**config.mk**
```make
export PLATFORM = sky130hd
export DESIGN_NAME = dmem_access_ctrl
export DESIGN_NICKNAME = d
export VERILOG_FILES = /design/src/rtl/mips_pkg.sv /design/src/rtl/dmem_timeout_cnt.sv /design/src/rtl/dmem_access_ctrl.sv
export SDC_FILE = /design/constraint.sdc
export NUM_CORES = 1
export LEC_CHECK = 0
export CORE_ASPECT_RATIO = 0.5
export CORE_UTILIZATION = 35
export CTS_BUF_LIST = sky130_fd_sc_hd__clkbuf_4
export CTS_CLUSTER_DIAMETER = 60
export DETAILED_ROUTE_END_ITERATION = 10
export GPL_TIMING_DRIVEN = 1
export HOLD_SLACK_MARGIN = 0.1
export PLACE_DENSITY = 0.7
export SETUP_SLACK_MARGIN = 0.02
export SKIP_CTS_REPAIR_TIMING = 1
export SLEW_MARGIN = 20
export SYNTH_ARGS = -nofsm -noshare
export SYNTH_HDL_FRONTEND = slang
export SYNTH_SLANG_ARGS = --single-unit
```
**constraint.sdc**
```tcl
create_clock -name clk -period 7.85 [get_ports clk]
set_clock_uncertainty 0.05 [all_clocks]
set_input_delay 1.57 -clock clk [delete_from_list [all_inputs] [get_ports clk]]
set_output_delay 1.57 -clock clk [all_outputs]
set_load 0.05 [all_outputs]
```
**src/rtl/mips_pkg.sv**
```systemverilog
// Shared types and constants for the M-stage data-memory access path.
package mips_pkg;

    localparam int unsigned DMEM_DATA_W = 32;
    localparam int unsigned DMEM_ADDR_W = 32;

    // Low address bits that must be zero for a word access
    localparam logic [1:0] ALIGN_MASK = 2'b11;

    typedef enum logic [1:0] {
        IDLE = 2'd0,
        REQ  = 2'd1,
        DONE = 2'd2
    } state_t;

    function automatic logic is_misaligned(input logic [1:0] lsb);
        return |(lsb & ALIGN_MASK);
    endfunction

endpackage

```
**src/rtl/dmem_timeout_cnt.sv**
```systemverilog
// REQ-state watchdog: counts wait cycles and flags when the limit is reached.
module dmem_timeout_cnt #(
    parameter int unsigned TIMEOUT_CYC = 255
) (
    input  logic clk,
    input  logic Rst,
    input  logic clr,
    input  logic en,
    output logic expired
);

    localparam int unsigned CNT_W = ($clog2(TIMEOUT_CYC) > 8) ? $clog2(TIMEOUT_CYC) : 8;

    logic [CNT_W-1:0] cnt_q;

    // Clear on REQ entry, count each REQ cycle that has no ready
    always_ff @(posedge clk or posedge Rst) begin
        if (Rst) begin
            cnt_q <= '0;
        end else if (clr) begin
            cnt_q <= '0;
        end else if (en) begin
            cnt_q <= cnt_q + CNT_W'(1);
        end
    end

    assign expired = (cnt_q == CNT_W'(TIMEOUT_CYC - 1));

endmodule

```
**src/rtl/dmem_access_ctrl.sv**
```systemverilog
// M-stage data-memory access sequencer: IDLE -> REQ -> DONE with pipeline stall.
// Optional REQ timeout (BusErr) is enabled by defining DMEM_TIMEOUT_EN.
module dmem_access_ctrl
    import mips_pkg::*;
#(
    parameter int unsigned DATA_W      = DMEM_DATA_W,
    parameter int unsigned ADDR_W      = DMEM_ADDR_W,
    parameter int unsigned TIMEOUT_CYC = 255
) (
    input  logic              clk,
    input  logic              Rst,
    input  logic [ADDR_W-1:0] AluoutM,
    input  logic [DATA_W-1:0] writeDataM,
    input  logic              MemwriteM,
    input  logic              MemtoRegM,
    output logic              mem_req,
    output logic              mem_we,
    output logic [ADDR_W-1:0] mem_addr,
    output logic [DATA_W-1:0] mem_wdata,
    input  logic              mem_ready,
    input  logic [DATA_W-1:0] mem_rdata,
    output logic [DATA_W-1:0] ReadDataM,
    output logic              StallM,
    output logic              AdErr,
    output logic              BusErr
);

    state_t            state_q, state_d;
    logic              req_q, req_d;
    logic              we_q, we_d;
    logic [ADDR_W-1:0] addr_q, addr_d;
    logic [DATA_W-1:0] wdata_q, wdata_d;
    logic [DATA_W-1:0] rdata_q, rdata_d;
    logic              ad_err_q, ad_err_d;
    logic              bus_err_q, bus_err_d;
    logic              pend;
    logic              misaligned;
    logic              timeout_hit;

    assign pend       = MemwriteM | MemtoRegM;
    assign misaligned = is_misaligned(AluoutM[1:0]);

`ifdef DMEM_TIMEOUT_EN
    logic cnt_clr;
    logic cnt_en;
    logic cnt_expired;

    assign cnt_clr = (state_q == IDLE) & pend & ~misaligned;
    assign cnt_en  = (state_q == REQ) & ~mem_ready;

    dmem_timeout_cnt #(
        .TIMEOUT_CYC (TIMEOUT_CYC)
    ) u_timeout_cnt (
        .clk     (clk),
        .Rst     (Rst),
        .clr     (cnt_clr),
        .en      (cnt_en),
        .expired (cnt_expired)
    );

    assign timeout_hit = cnt_expired;
`else
    logic unused_timeout_cyc;
    assign unused_timeout_cyc = ^TIMEOUT_CYC;
    assign timeout_hit        = 1'b0;
`endif

    // Next-state and registered-output decode
    always_comb begin
        state_d   = state_q;
        req_d     = req_q;
        we_d      = we_q;
        addr_d    = addr_q;
        wdata_d   = wdata_q;
        rdata_d   = rdata_q;
        ad_err_d  = 1'b0;
        bus_err_d = 1'b0;
        case (state_q)
            IDLE: begin
                if (pend) begin
                    if (misaligned) begin
                        ad_err_d = 1'b1;
                        rdata_d  = '0;
                        state_d  = DONE;
                    end else begin
                        req_d   = 1'b1;
                        we_d    = MemwriteM;  // write wins if both are set
                        addr_d  = {AluoutM[ADDR_W-1:2], 2'b00};
                        wdata_d = writeDataM;
                        state_d = REQ;
                    end
                end
            end
            REQ: begin
                // Ready beats an expiry in the same cycle
                if (mem_ready) begin
                    req_d = 1'b0;
                    if (!we_q) begin
                        rdata_d = mem_rdata;
                    end
                    state_d = DONE;
                end else if (timeout_hit) begin
                    req_d     = 1'b0;
                    bus_err_d = 1'b1;
                    rdata_d   = '0;
                    state_d   = DONE;
                end
            end
            DONE: begin
                state_d = IDLE;
            end
            default: begin
                state_d = IDLE;
                req_d   = 1'b0;
            end
        endcase
    end

    // State and output registers; reset abandons any in-flight access
    always_ff @(posedge clk or posedge Rst) begin
        if (Rst) begin
            state_q   <= IDLE;
            req_q     <= 1'b0;
            we_q      <= 1'b0;
            addr_q    <= '0;
            wdata_q   <= '0;
            rdata_q   <= '0;
            ad_err_q  <= 1'b0;
            bus_err_q <= 1'b0;
        end else begin
            state_q   <= state_d;
            req_q     <= req_d;
            we_q      <= we_d;
            addr_q    <= addr_d;
            wdata_q   <= wdata_d;
            rdata_q   <= rdata_d;
            ad_err_q  <= ad_err_d;
            bus_err_q <= bus_err_d;
        end
    end

    assign mem_req   = req_q;
    assign mem_we    = we_q;
    assign mem_addr  = addr_q;
    assign mem_wdata = wdata_q;
    assign ReadDataM = rdata_q;
    assign AdErr     = ad_err_q;
    assign BusErr    = bus_err_q;
    assign StallM    = pend & (state_q != DONE);

endmodule

```
Word-level counts from Yosys, hierarchy flattened
Cells that the tools add are included.
W data, S select, Z words.

word-level totals
  register bits = 99
  output and inout bits = 101
  logic and storage cells = 42

cells by class
  equality and inequality tests = 8
  multiplexer cells = 16
  bitwise logic cells = 4
  reduce and logical (&&, ||, !) cells = 7

operators by type and width
  cell                  count
  $mux W32              4
  $pmux W32 S2          1
  $ne A2 B2 Y1 const B  6
  $mux W1               6
  $mux W2               3
  $reduce_and A5 Y1     1
  $pmux W2 S2           1
  $reduce_and A4 Y1     1
  $pmux W1 S3           1
  $reduce_and A3 Y1     1
  $eq A2 B1 Y1 const B  1
  $eq A2 B2 Y1 const B  1
  $logic_not A2 Y1      1
  $not A1 Y1            2
  $reduce_and A2 Y1     1
  $reduce_bool A2 Y1    1
  $reduce_or A2 Y1      1
  $and A1 B1 Y1         1
  $or A1 B1 Y1          1

Depth between registers and ports, before layout
  word-level depth = 4
  gate-level depth with buffers = 5
  mapped depth without buffers = 3

Worst setup path before layout
Ideal clock, no wire load.

  path type = input port to output port
  start = input MemtoRegM
  end = output StallM
  arrival time = 2.387 ns
  required time = 6.230 ns
  path slack = 3.843 ns
  stages = 2
  cell sequence = nor2_1 > a21oi_1

on the way
  cells in the longest elaborated chain, start to end = 2

ends and longest elaborated chain
  item           RTL line                 source
  from (decl)    dmem_access_ctrl.sv:15   input logic MemtoRegM,
  $or A1 B1 Y1   dmem_access_ctrl.sv:40   assign pend = MemwriteM | MemtoRegM;
  $and A1 B1 Y1  dmem_access_ctrl.sv:149  assign StallM = pend & (state_q != DONE);
  to (decl)      dmem_access_ctrl.sv:23   output logic StallM,

No other way between the ends.

Worst setup path after layout
  start = input MemwriteM
  end = output StallM

on the way
  cells in the longest elaborated chain, start to end = 2

ends and longest elaborated chain
  item           RTL line                 source
  from (decl)    dmem_access_ctrl.sv:14   input logic MemwriteM,
  $or A1 B1 Y1   dmem_access_ctrl.sv:40
  $and A1 B1 Y1  dmem_access_ctrl.sv:149

No other way between the ends.

==> impl_results.rst <==
.. list-table::
   :header-rows: 1

   * - Metric
     - Value
   * - Number of optimization iterations in the first detailed-route pass
     - 4
   * - Crit-path cells
     - clkdlybuf4s50_1 > nor2_1 > a21oi_1 > clkdlybuf4s50_1
   * - Fin. max-slew vios
     - 0
   * - Area of the die
     - roughly 13,000 µm²
   * - Mapped Avg Cell Area
     - 14.5 µm²
   * - Largest stage delay on the critical path
     - 0.81 ns
   * - Worst supply voltage drop on vdd
     - ~0.13 mV
   * - Clock tree root buffer cell
     - clkbuf_4
   * - Number of buffers created by CTS
     - 9
   * - Required time of the worst setup path
     - around 6.2 ns
   * - Via count of the first global-routing pass
     - approximately 2,900
   * - Core area
     - ~12,000 µm²
   * - CTS tree
     - yes
   * - Average wire per standard cell
     - 15.3 µm
   * - Die width
     - 158 µm
   * - Initial detailed-routing violation count
     - between 100 and 150
   * - Power density cells
     - 368 nW/µm²
   * - Asr flop ratio synth
     - 1.00
   * - Top-level port count
     - approximately 200
   * - Global routing usage summed across all routing layers
     - 0.160
   * - Share of final-layout standard cells stronger than drive strength 1
     - 0.174
   * - Leakage power
     - around 2.9 nW
   * - Top_reg_cell synth
     - dfrtp_1
   * - Largest net degree at the start of global routing
     - 65
   * - Via-per-instance ratio
     - roughly 4.3
   * - Final critical-path share of the clock period
     - 0.597
   * - FMAX
     - around 210 MHz
   * - Buffer levels on the longest clock path
     - 2
   * - DRC
     - 0
   * - Hold violation count in the final report
     - 0
   * - Max-capacitance violation count
     - 0
   * - Clk pin slew, worst setup/hold paths
     - 0.15 ns
   * - Arrival time of the worst setup path
     - between 3 and 4 ns
   * - Nature of the critical path startpoint
     - input pin
   * - Die extent in y
     - between 80 and 90 µm
   * - Worst setup slack for register-to-register paths
     - 5.54 ns
   * - Final Core Density
     - 0.545
   * - Sequential-to-total area share from yosys stat
     - 0.580
   * - Largest area contributor in the synthesized netlist
     - dfrtp_1
   * - Antenna Violating Nets Remaining
     - 0
   * - Power Total
     - ~0.0024 W
   * - Final estimated routing congestion in global placement
     - approximately 0.76
   * - Most frequent cells after synthesis
     - 99 x dfrtp_1, 58 x mux2_4, 35 x inv_1, 33 x nand2_1, 32 x mux2i_1
   * - Cell repeated most along the worst path
     - clkdlybuf4s50_1
   * - Hold WC Path Type
     - reg2reg
   * - Fraction of synthesized cell area taken by the top area cell type
     - 0.580
   * - Worst hold slack
     - ~0.48 ns
   * - Number of input and output port buffers inserted
     - 198
   * - Mapped cell area
     - 4270 µm²
   * - Top cells by area in the synthesized netlist
     - dfrtp_1 58%, mux2_4 20%, mux2i_1 7.5%, buf_12 3.3%, inv_1 3.1%
   * - Worst slack, placed
     - roughly 3.2 ns
   * - Wire length of the first global-routing pass
     - 15,400 µm
   * - Ys Warns
     - 0
   * - Final-report setup violation count
     - 0
   * - Vias
     - around 2,800
   * - Clock latency reported for the late side of the worst-skew pair
     - about 0.45 ns
   * - Setup_tns
     - 0 ns
   * - Number of diodes
     - 0
   * - Post-DP HPWL
     - 7120 µm
   * - Routed WL
     - between 10,000 and 15,000 µm
   * - Relative slew slack
     - 0.318
   * - CTS Sinks
     - just under 100
   * - # H-tree levels
     - 3
   * - Minimum period implied by the final worst setup slack
     - 4.69 ns
   * - Status
     - complete, no violations
   * - Synthesis-stage register bit count
     - between 90 and 100
   * - Most numerous cell in the Yosys netlist
     - dfrtp_1
   * - Number of instances in the synthesized netlist
     - between 200 and 300
   * - Setup repair after global routing missed its margin
     - no
   * - Distinct cell type count of the synthesized netlist
     - 22
   * - Count of filler cells inserted in the layout
     - about 1,000
   * - Initial standard-cell utilization of the core
     - 0.361
   * - Max stage delay cell, worst path
     - clkdlybuf4s50_1
   * - Worst Setup Path Type
     - in2out
   * - Setup slack of the critical path after layout
     - between 3 and 4 ns
   * - Congestion Overflow GR
     - 0
   * - Critical Path Sink Type
     - output port
   * - Net count of the finished layout
     - slightly below 600
   * - Number of placement rows
     - 28
   * - Critical Path Fanout Max
     - 4
   * - Worst slew pin tran
     - 1.02 ns
   * - Number of synthesized flops with an enable pin
     - 0
   * - Antenna violations before repair
     - 0
   * - Area growth syn-to-layout
     - 50.9%
-- layout by cell type (no fill, tap or decap) --
| cell | n |
|---|---|
| bufinv_16 | 1 |
| a21o_1 | 3 |
| clkbuf_4 | 10 |
| buf_6 | 1 |
| dfrtp_1 | 99 |
| mux2i_1 | 32 |
| clkinv_2 | 1 |
| nor4_1 | 1 |
| a22o_1 | 1 |
| o21ai_0 | 1 |
| o41a_2 | 1 |
| mux2_4 | 58 |
| clkdlybuf4s50_1 | 198 |
| inv_4 | 1 |
| nor2_1 | 2 |
| conb_1 | 3 |
| and2b_4 | 1 |
| a21oi_1 | 1 |
| nor2b_2 | 1 |
| inv_1 | 34 |
| mux2_2 | 4 |
| clkinvlp_4 | 3 |
| clkinv_4 | 1 |
| nand4bb_1 | 1 |
| nand2_1 | 33 |
| nor4_2 | 1 |
| buf_4 | 2 |
-- per-layer routing --
layer / share of wire / track usage / vias up
met5: 0 / 0 / -
met4: 0.014 / 0.0481 / 0
met3: 0.034 / 0.0318 / 14
met2: 0.54 / 0.293 / 68
met1: 0.41 / 0.191 / 1428
li1: - / - / 1336
-- report_power, final --
part / total, W / internal [W] / switching, W / leakage [nW]
clock: 0.000276 / 0.000101 / 0.000175 / 0.0686
sequential: 0.000768 / 0.000674 / 0.0000946 / 1.23
combinational: 0.00133 / 0.000531 / 0.000796 / 1.55
total: 0.00237 / 0.00131 / 0.00107 / 2.85
-- worst max-delay path: cells and delay by family --
| family | cells | cell delay (ns) |
|---|---|---|
| AO/OA/AOI/OAI | 1 | 0.12 |
| buffers and inverters | 2 | 1.29 |
| AND/OR/NAND/NOR | 1 | 0.08 |
-- worst paths after layout --
kind                       cells after the start                   endpoint                      from
setup / recovery                               4                     StallM                 MemwriteM
min in group asynchronous                      2   mem_addr[17]$_DFFE_PP0P_                       Rst
max in group asynchronous                      3  mem_wdata[20]$_DFFE_PP0P_                       Rst
hold reg to reg                                1   mem_addr[16]$_DFFE_PP0P_  mem_addr[16]$_DFFE_PP0P_
setup reg to reg                               4   mem_addr[18]$_DFFE_PP0P_    state_q[0]$_DFFE_PP0P_
hold / removal                                 1   mem_addr[16]$_DFFE_PP0P_  mem_addr[16]$_DFFE_PP0P_
-- sequential cells by signal, summed over array words and instances (netlist names) --
name       cells
mem_we         1
mem_addr      30
mem_wdata     32
state_q        2
AdErr          1
mem_req        1
ReadDataM     32
-- kinds of logic (layout without fill, tap and decap cells) --
kind of cell / count (synthesis) / in the layout / share of synthesized area
multiplexers: 94 / 94 / 0.289
buffers and inverters: 53 / 252 / 0.0770
AO/OA/AOI/OAI: 7 / 7 / 0.0123
AND/OR/NAND/NOR: 40 / 40 / 0.0410
other: 1 / 3 / 0.000877
flip-flops: 99 / 99 / 0.580
-- metrics by stage --
step | area (µm²) | instances
final | 6450 | 660
after global routing | 6450 | 660
after CTS | 6440 | 660
after detailed placement | 6300 | 644
after global placement | 6300 | 644
after floorplan | 4280 | 296
-- layout make-up --
class,count,area [µm²],share of cell area
clock buffer,10,75.1,0.0116
tap,165,206,0.0320
clock inverter,6,66.3,0.0103
inverter,35,134,0.0208
timing repair buffer,201,2010,0.311
multi-input combinational,144,1480,0.230
sequential,99,2480,0.384
(Power assumes the default switching activity.)
